<file path="src/rtl/mult_share_sched.sv">
// mult_share_sched
//   Round-robin scheduler sharing one multiplier among NUM_REQ requesters.
//   One request is granted at a time. Its operands are latched and the
//   multiplier is launched. The product is returned tagged with the
//   requester index through a back-pressured response port.
//
//   Optional feature: define MULT_SCHED_WATCHDOG_EN to enable a WAIT-state
//   watchdog. If the multiplier has not finished by the TIMEOUT-th WAIT
//   cycle, an error response is returned. Without it, rsp_error is tied to 0.
//
// Ports
//   clk, rst       clock, synchronous active-high reset
//   req_valid      per-requester request valid
//   req_ready      one-hot accept, combinational, only in IDLE
//   req_a/req_b    packed operands, requester i at [i*WIDTH +: WIDTH]
//   req_signed     per-requester signed flag (forwarded only)
//   mul_start      one-cycle launch pulse (mul_valid_in mirrors it)
//   mul_a/mul_b    latched operands
//   mul_signed     latched signed flag
//   mul_result     product from the multiplier
//   mul_done       completion pulse
//   mul_busy       multiplier busy
//   rsp_valid      response valid, held until rsp_ready
//   rsp_ready      response accept
//   rsp_id         served requester index
//   rsp_result     product (0 on watchdog timeout)
//   rsp_error      watchdog timeout flag
module mult_share_sched #(
    parameter int WIDTH   = 16,
    parameter int NUM_REQ = 4,
    parameter int TIMEOUT = 64,
    localparam int IDW    = $clog2(NUM_REQ)
) (
    input  logic                     clk,
    input  logic                     rst,
    input  logic [NUM_REQ-1:0]       req_valid,
    output logic [NUM_REQ-1:0]       req_ready,
    input  logic [NUM_REQ*WIDTH-1:0] req_a,
    input  logic [NUM_REQ*WIDTH-1:0] req_b,
    input  logic [NUM_REQ-1:0]       req_signed,
    output logic                     mul_start,
    output logic                     mul_valid_in,
    output logic [WIDTH-1:0]         mul_a,
    output logic [WIDTH-1:0]         mul_b,
    output logic                     mul_signed,
    input  logic [2*WIDTH-1:0]       mul_result,
    input  logic                     mul_done,
    input  logic                     mul_busy,
    output logic                     rsp_valid,
    input  logic                     rsp_ready,
    output logic [IDW-1:0]           rsp_id,
    output logic [2*WIDTH-1:0]       rsp_result,
    output logic                     rsp_error
);

    typedef enum logic [1:0] {IDLE, ISSUE, WAIT, RESP} state_t;

    state_t         state;
    logic [IDW-1:0] rr_ptr;

    // Per-requester views of the flat operand buses.
    logic [NUM_REQ-1:0][WIDTH-1:0] a_arr;
    logic [NUM_REQ-1:0][WIDTH-1:0] b_arr;
    assign a_arr = req_a;
    assign b_arr = req_b;

    // Round-robin pick: the first valid requester at or after rr_ptr, wrapping.
    logic [IDW-1:0] gnt_idx;
    logic           gnt_any;
    always_comb begin
        int             idx;
        logic [IDW-1:0] idx_w;
        gnt_idx = '0;
        gnt_any = 1'b0;
        for (int k = 0; k < NUM_REQ; k++) begin
            idx = int'(rr_ptr) + k;
            if (idx >= NUM_REQ) idx = idx - NUM_REQ;
            idx_w = IDW'(idx);
            if (!gnt_any && req_valid[idx_w]) begin
                gnt_any = 1'b1;
                gnt_idx = idx_w;
            end
        end
    end

    logic gnt_ok;
    assign gnt_ok    = (state == IDLE) && gnt_any && !mul_busy && !rst;
    assign req_ready = gnt_ok ? (NUM_REQ'(1) << gnt_idx) : '0;

`ifdef MULT_SCHED_WATCHDOG_EN
    localparam int CNT_W = $clog2(TIMEOUT + 1);
    logic [CNT_W-1:0] wd_cnt;
`else
    assign rsp_error = 1'b0;
`endif

    always_ff @(posedge clk) begin
        if (rst) begin
            state        <= IDLE;
            rr_ptr       <= '0;
            mul_start    <= 1'b0;
            mul_valid_in <= 1'b0;
            mul_a        <= '0;
            mul_b        <= '0;
            mul_signed   <= 1'b0;
            rsp_valid    <= 1'b0;
            rsp_id       <= '0;
            rsp_result   <= '0;
`ifdef MULT_SCHED_WATCHDOG_EN
            rsp_error    <= 1'b0;
            wd_cnt       <= '0;
`endif
        end else begin
            // Launch pulse is one cycle wide: it covers exactly the ISSUE state.
            mul_start    <= 1'b0;
            mul_valid_in <= 1'b0;
            case (state)
                IDLE: begin
                    if (gnt_ok) begin
                        mul_a        <= a_arr[gnt_idx];
                        mul_b        <= b_arr[gnt_idx];
                        mul_signed   <= req_signed[gnt_idx];
                        rsp_id       <= gnt_idx;
                        mul_start    <= 1'b1;
                        mul_valid_in <= 1'b1;
                        state        <= ISSUE;
                    end
                end
                ISSUE: begin
`ifdef MULT_SCHED_WATCHDOG_EN
                    wd_cnt <= '0;
`endif
                    state  <= WAIT;
                end
                WAIT: begin
                    if (mul_done) begin
                        rsp_result <= mul_result;
                        rsp_valid  <= 1'b1;
`ifdef MULT_SCHED_WATCHDOG_EN
                        rsp_error  <= 1'b0;
`endif
                        state      <= RESP;
                    end
`ifdef MULT_SCHED_WATCHDOG_EN
                    // wd_cnt==TIMEOUT-1 marks the TIMEOUT-th WAIT cycle.
                    else if (wd_cnt == CNT_W'(TIMEOUT - 1)) begin
                        rsp_result <= '0;
                        rsp_error  <= 1'b1;
                        rsp_valid  <= 1'b1;
                        state      <= RESP;
                    end else begin
                        wd_cnt <= wd_cnt + 1'b1;
                    end
`endif
                end
                RESP: begin
                    if (rsp_ready) begin
                        rsp_valid <= 1'b0;
                        rr_ptr    <= (rsp_id == IDW'(NUM_REQ - 1)) ? '0 : rsp_id + 1'b1;
                        state     <= IDLE;
                    end
                end
                default: state <= IDLE;
            endcase
        end
    end

endmodule
</file>
<file path="config.mk">
export PLATFORM = sky130hd
export DESIGN_NAME = mult_share_sched
export DESIGN_NICKNAME = d
export VERILOG_FILES = /design/src/rtl/mult_share_sched.sv
export SDC_FILE = /design/constraint.sdc
export NUM_CORES = 1
export LEC_CHECK = 0
export CORE_ASPECT_RATIO = 1.2
export CORE_MARGIN = 2
export CORE_UTILIZATION = 39
export CTS_CLUSTER_SIZE = 25
export DETAILED_ROUTE_END_ITERATION = 12
export PLACE_DENSITY_LB_ADDON = 0.12
export SLEW_MARGIN = 20
export SYNTH_ARGS = -nofsm -noshare
export SYNTH_HDL_FRONTEND = slang
export SYNTH_SLANG_ARGS = --single-unit
</file>
<file path="constraint.sdc">
create_clock -name clk -period 2.9 [get_ports clk]
set_input_delay 0.725 -clock clk [delete_from_list [all_inputs] [get_ports clk]]
set_output_delay 0.725 -clock clk [all_outputs]
set_load 0.02 [all_outputs]
</file>
==> results of run 1 <==
## registers in the layout, summed over array words and instances (netlist names)
name	count
rsp_valid	1
rsp_result	32
rsp_id	2
mul_valid_in	1
mul_a	16
rr_ptr	2
mul_signed	1
mul_b	16
state	2
## metrics by stage
step	setup slack, ps	cells	power [mW]
after floorplan	434	430	2.13
after global placement	-402	789	2.89
after detailed placement	-478	789	2.93
after CTS	39.8	805	4.31
after global routing	23.1	806	4.48
final	105	806	4.27
## layout make-up
class / count / area share, %
Tap cell: 123 / 2.28
Clock buffer: 9 / 3.33
Timing Repair Buffer: 274 / 39.7
Inverter: 7 / 0.426
Sequential cell: 73 / 21.6
Multi-Input combinational cell: 313 / 30.5
Clock inverter: 7 / 2.11
## power breakdown
part / switching, mW / internal (mW) / leakage, nW
registers: 0.111 / 1.21 / 0.596
clock network: 0.432 / 0.929 / 0.180
logic: 0.791 / 0.799 / 1.90
total: 1.33 / 2.93 / 2.67
## worst max-delay path, delay by kind of cell
kind	cells	cell delay, ps
buffers and inverters	3	900
AND/OR/NAND/NOR	3	440
## cell families (layout without fill, tap and decap cells)
kind of cell | after synthesis | after routing
fa+ha+maj | 5 | 5
simple gates | 131 | 131
other cells | 1 | 1
compound gates | 132 | 132
mux | 44 | 44
flops | 73 | 73
buf+inv | 44 | 297
## metal layers
metal	GRT usage, %	part of all wire (%)	vias up
li1	-	-	2055
met1	29.4	39	1927
met2	45.9	52	162
met3	6.77	7.5	16
met4	8.41	1.7	0
met5	0	0	-
## final timing paths
check        slack (ps)             end  cells past startpoint
max reg2reg         900        mul_b[6]                      6
min reg2reg         450  rsp_result[21]                      2
max                 110    req_ready[2]                      6
min                 450  rsp_result[21]                      2
## cells in the mapped netlist, types with 2 or more instances
cell / number
nand2_1: 75
and2_1: 3
a221oi_2: 9
a21o_1: 12
nand2b_1: 2
o21ai_0: 4
a221oi_1: 3
a211o_1: 2
clkbuf_1: 16
o21ai_1: 9
nand3b_1: 2
nor2_1: 5
nand3_1: 33
a21oi_1: 61
ha_1: 5
o21bai_1: 2
dfxtp_1: 73
nor3_1: 3
inv_1: 6
buf_2: 10
nor2b_1: 2
buf_4: 5
buf_6: 2
mux2i_1: 44
buf_8: 3
o221ai_1: 21
## timing repair
item	4_1_cts	5_1_grt
resized for setup	16	2
pin swaps	0	1
buffers inserted	0	1
endpoints found under the setup margin	4	2
==> reports/summary.txt, run 1 <==
outcome -> completed
RSZ-0062 raised after global routing -> no
Reg area -> 1460 sq um
Fill cells -> 747
largest family of logic cells by synthesized area -> compound AO/OA/AOI/OAI gates
Max VDD drop -> 0.487 mV
Min-Delay Path Class -> register to register
worst skew pair latency -> 330 ps
TritonRoute pass-1 iters -> 4
sequential share of the synthesized area -> 38.9%
share of cells above drive strength 1 -> 9.81%
worst-path fanout max -> 6
max cap viols -> 0
most common cell after layout, fill and taps aside -> clkdlybuf4s50_1
Ports -> 248
setup tns final -> 0 ps
Compound-Gate Fraction of Synth Area -> 24.6%
CTS tree -> done
mux share of post-synthesis cell area -> 11.7%
Chip Height -> 112 um
DP Wirelength -> 10,200 um
starting density of the core -> 39.7%
CP arrival -> 2070 ps
synth top area cells -> dfxtp_1 (39%), mux2i_1 (12%), a21oi_1 (8.1%)
FF+latch count, synth -> 73
count of cell types in the netlist -> 44
Row Count -> 39
number of port buffers -> 246
CP Launch Point -> rst
Antenna Violating Nets Remaining -> 0
crit path cell chain -> clkdlybuf4s50_1 > nor3_4 > nand2_4 > inv_4 > and2_1 > dlygate4sd2_1
critical path endpoint category -> output pin
Synth Flop Type -> dfxtp_1
Multi-input gate area -> 2060 sq um
Ys Warns -> 0
Die W -> 93.6 um
kind of critical path -> primary input to output pin
Fin Clk Skew -> 5.51 ps
Leak -> 2.67 nW
WHS -> 452 ps
syn_area_per_cell -> 8.74 sq um
first-pass GRT wire length -> 21,400 um
largest net degree at the start of global routing -> 44
most frequent cells in the layout -> clkdlybuf4s50_1 (238), nand2_1 (75), dfxtp_1 (73)
initial antenna violation count -> 0
min Tclk post-route -> 2790 ps
Slew Limit Fails -> 0
post-synthesis simple-gate area fraction -> 16.5%
routability cong. -> 0.852
Post-synth ARST share -> 0%
clk slew on worst S/H paths -> 60 ps
1st-iter DRT viols -> 129
xor-xnor portion of the synthesized cell area -> 0%
period utilisation layout -> 96.4%
min-delay src -> rsp_result[21]
total number of vias -> 4,160
Layout area overhead -> 79.8%
critical path's slowest cell -> clkdlybuf4s50_1
vias in the first global route -> 4,314
top cell type's share of synthesized area -> 38.9%
Yosys top cell by area -> dfxtp_1
cells after synthesis -> 430
slowest stage delay, CP -> 460 ps
Syn Nets -> 608
PD cells -> 632 nW/um^2
Core Util, Final -> 71.3%
area of the core -> 9470 sq um
Mapped Area -> 3760 sq um
Post-synth EDFFs -> 0
final hold violation count -> 0
CTS root buf -> clkbuf_16
grt ovf -> 0
Post-Route WL -> 13,700 um
Clock Path Buffers -> 2
Layout Nets -> 856
required time of the critical path -> 2170 ps
via/cell ratio -> 5.16
Final Setup Violations -> 0
H-tree depth -> 3
Inserted Clock Buffers -> 9
Die ar. -> 10,400 sq um
CTS Hold Bufs -> 0
Startpoint Class -> primary input
final antenna diode count -> 0
post-synthesis adder-cell area fraction -> 1.67%
Remaining DRCs -> 0
worst r2r src -> rr_ptr[1]
CTS sink cnt -> 73
Final Instance Area -> 6750 sq um
Max Clock Freq -> 358 MHz
gr usage total -> 25.7%
wire per inst -> 16.9 um
placed instance area -> 6380 sq um
Power figures use the tool's default switching activity.
==> run 2: changes to the inputs <==
--- a/config.mk
+++ b/config.mk
@@ -15,3 +15,4 @@
 export SYNTH_ARGS = -nofsm -noshare
 export SYNTH_HDL_FRONTEND = slang
 export SYNTH_SLANG_ARGS = --single-unit
+export TNS_END_PERCENT = 100
==> results of run 2 <==
No change in the layout: final DEF, timing and power equal those of run 1.
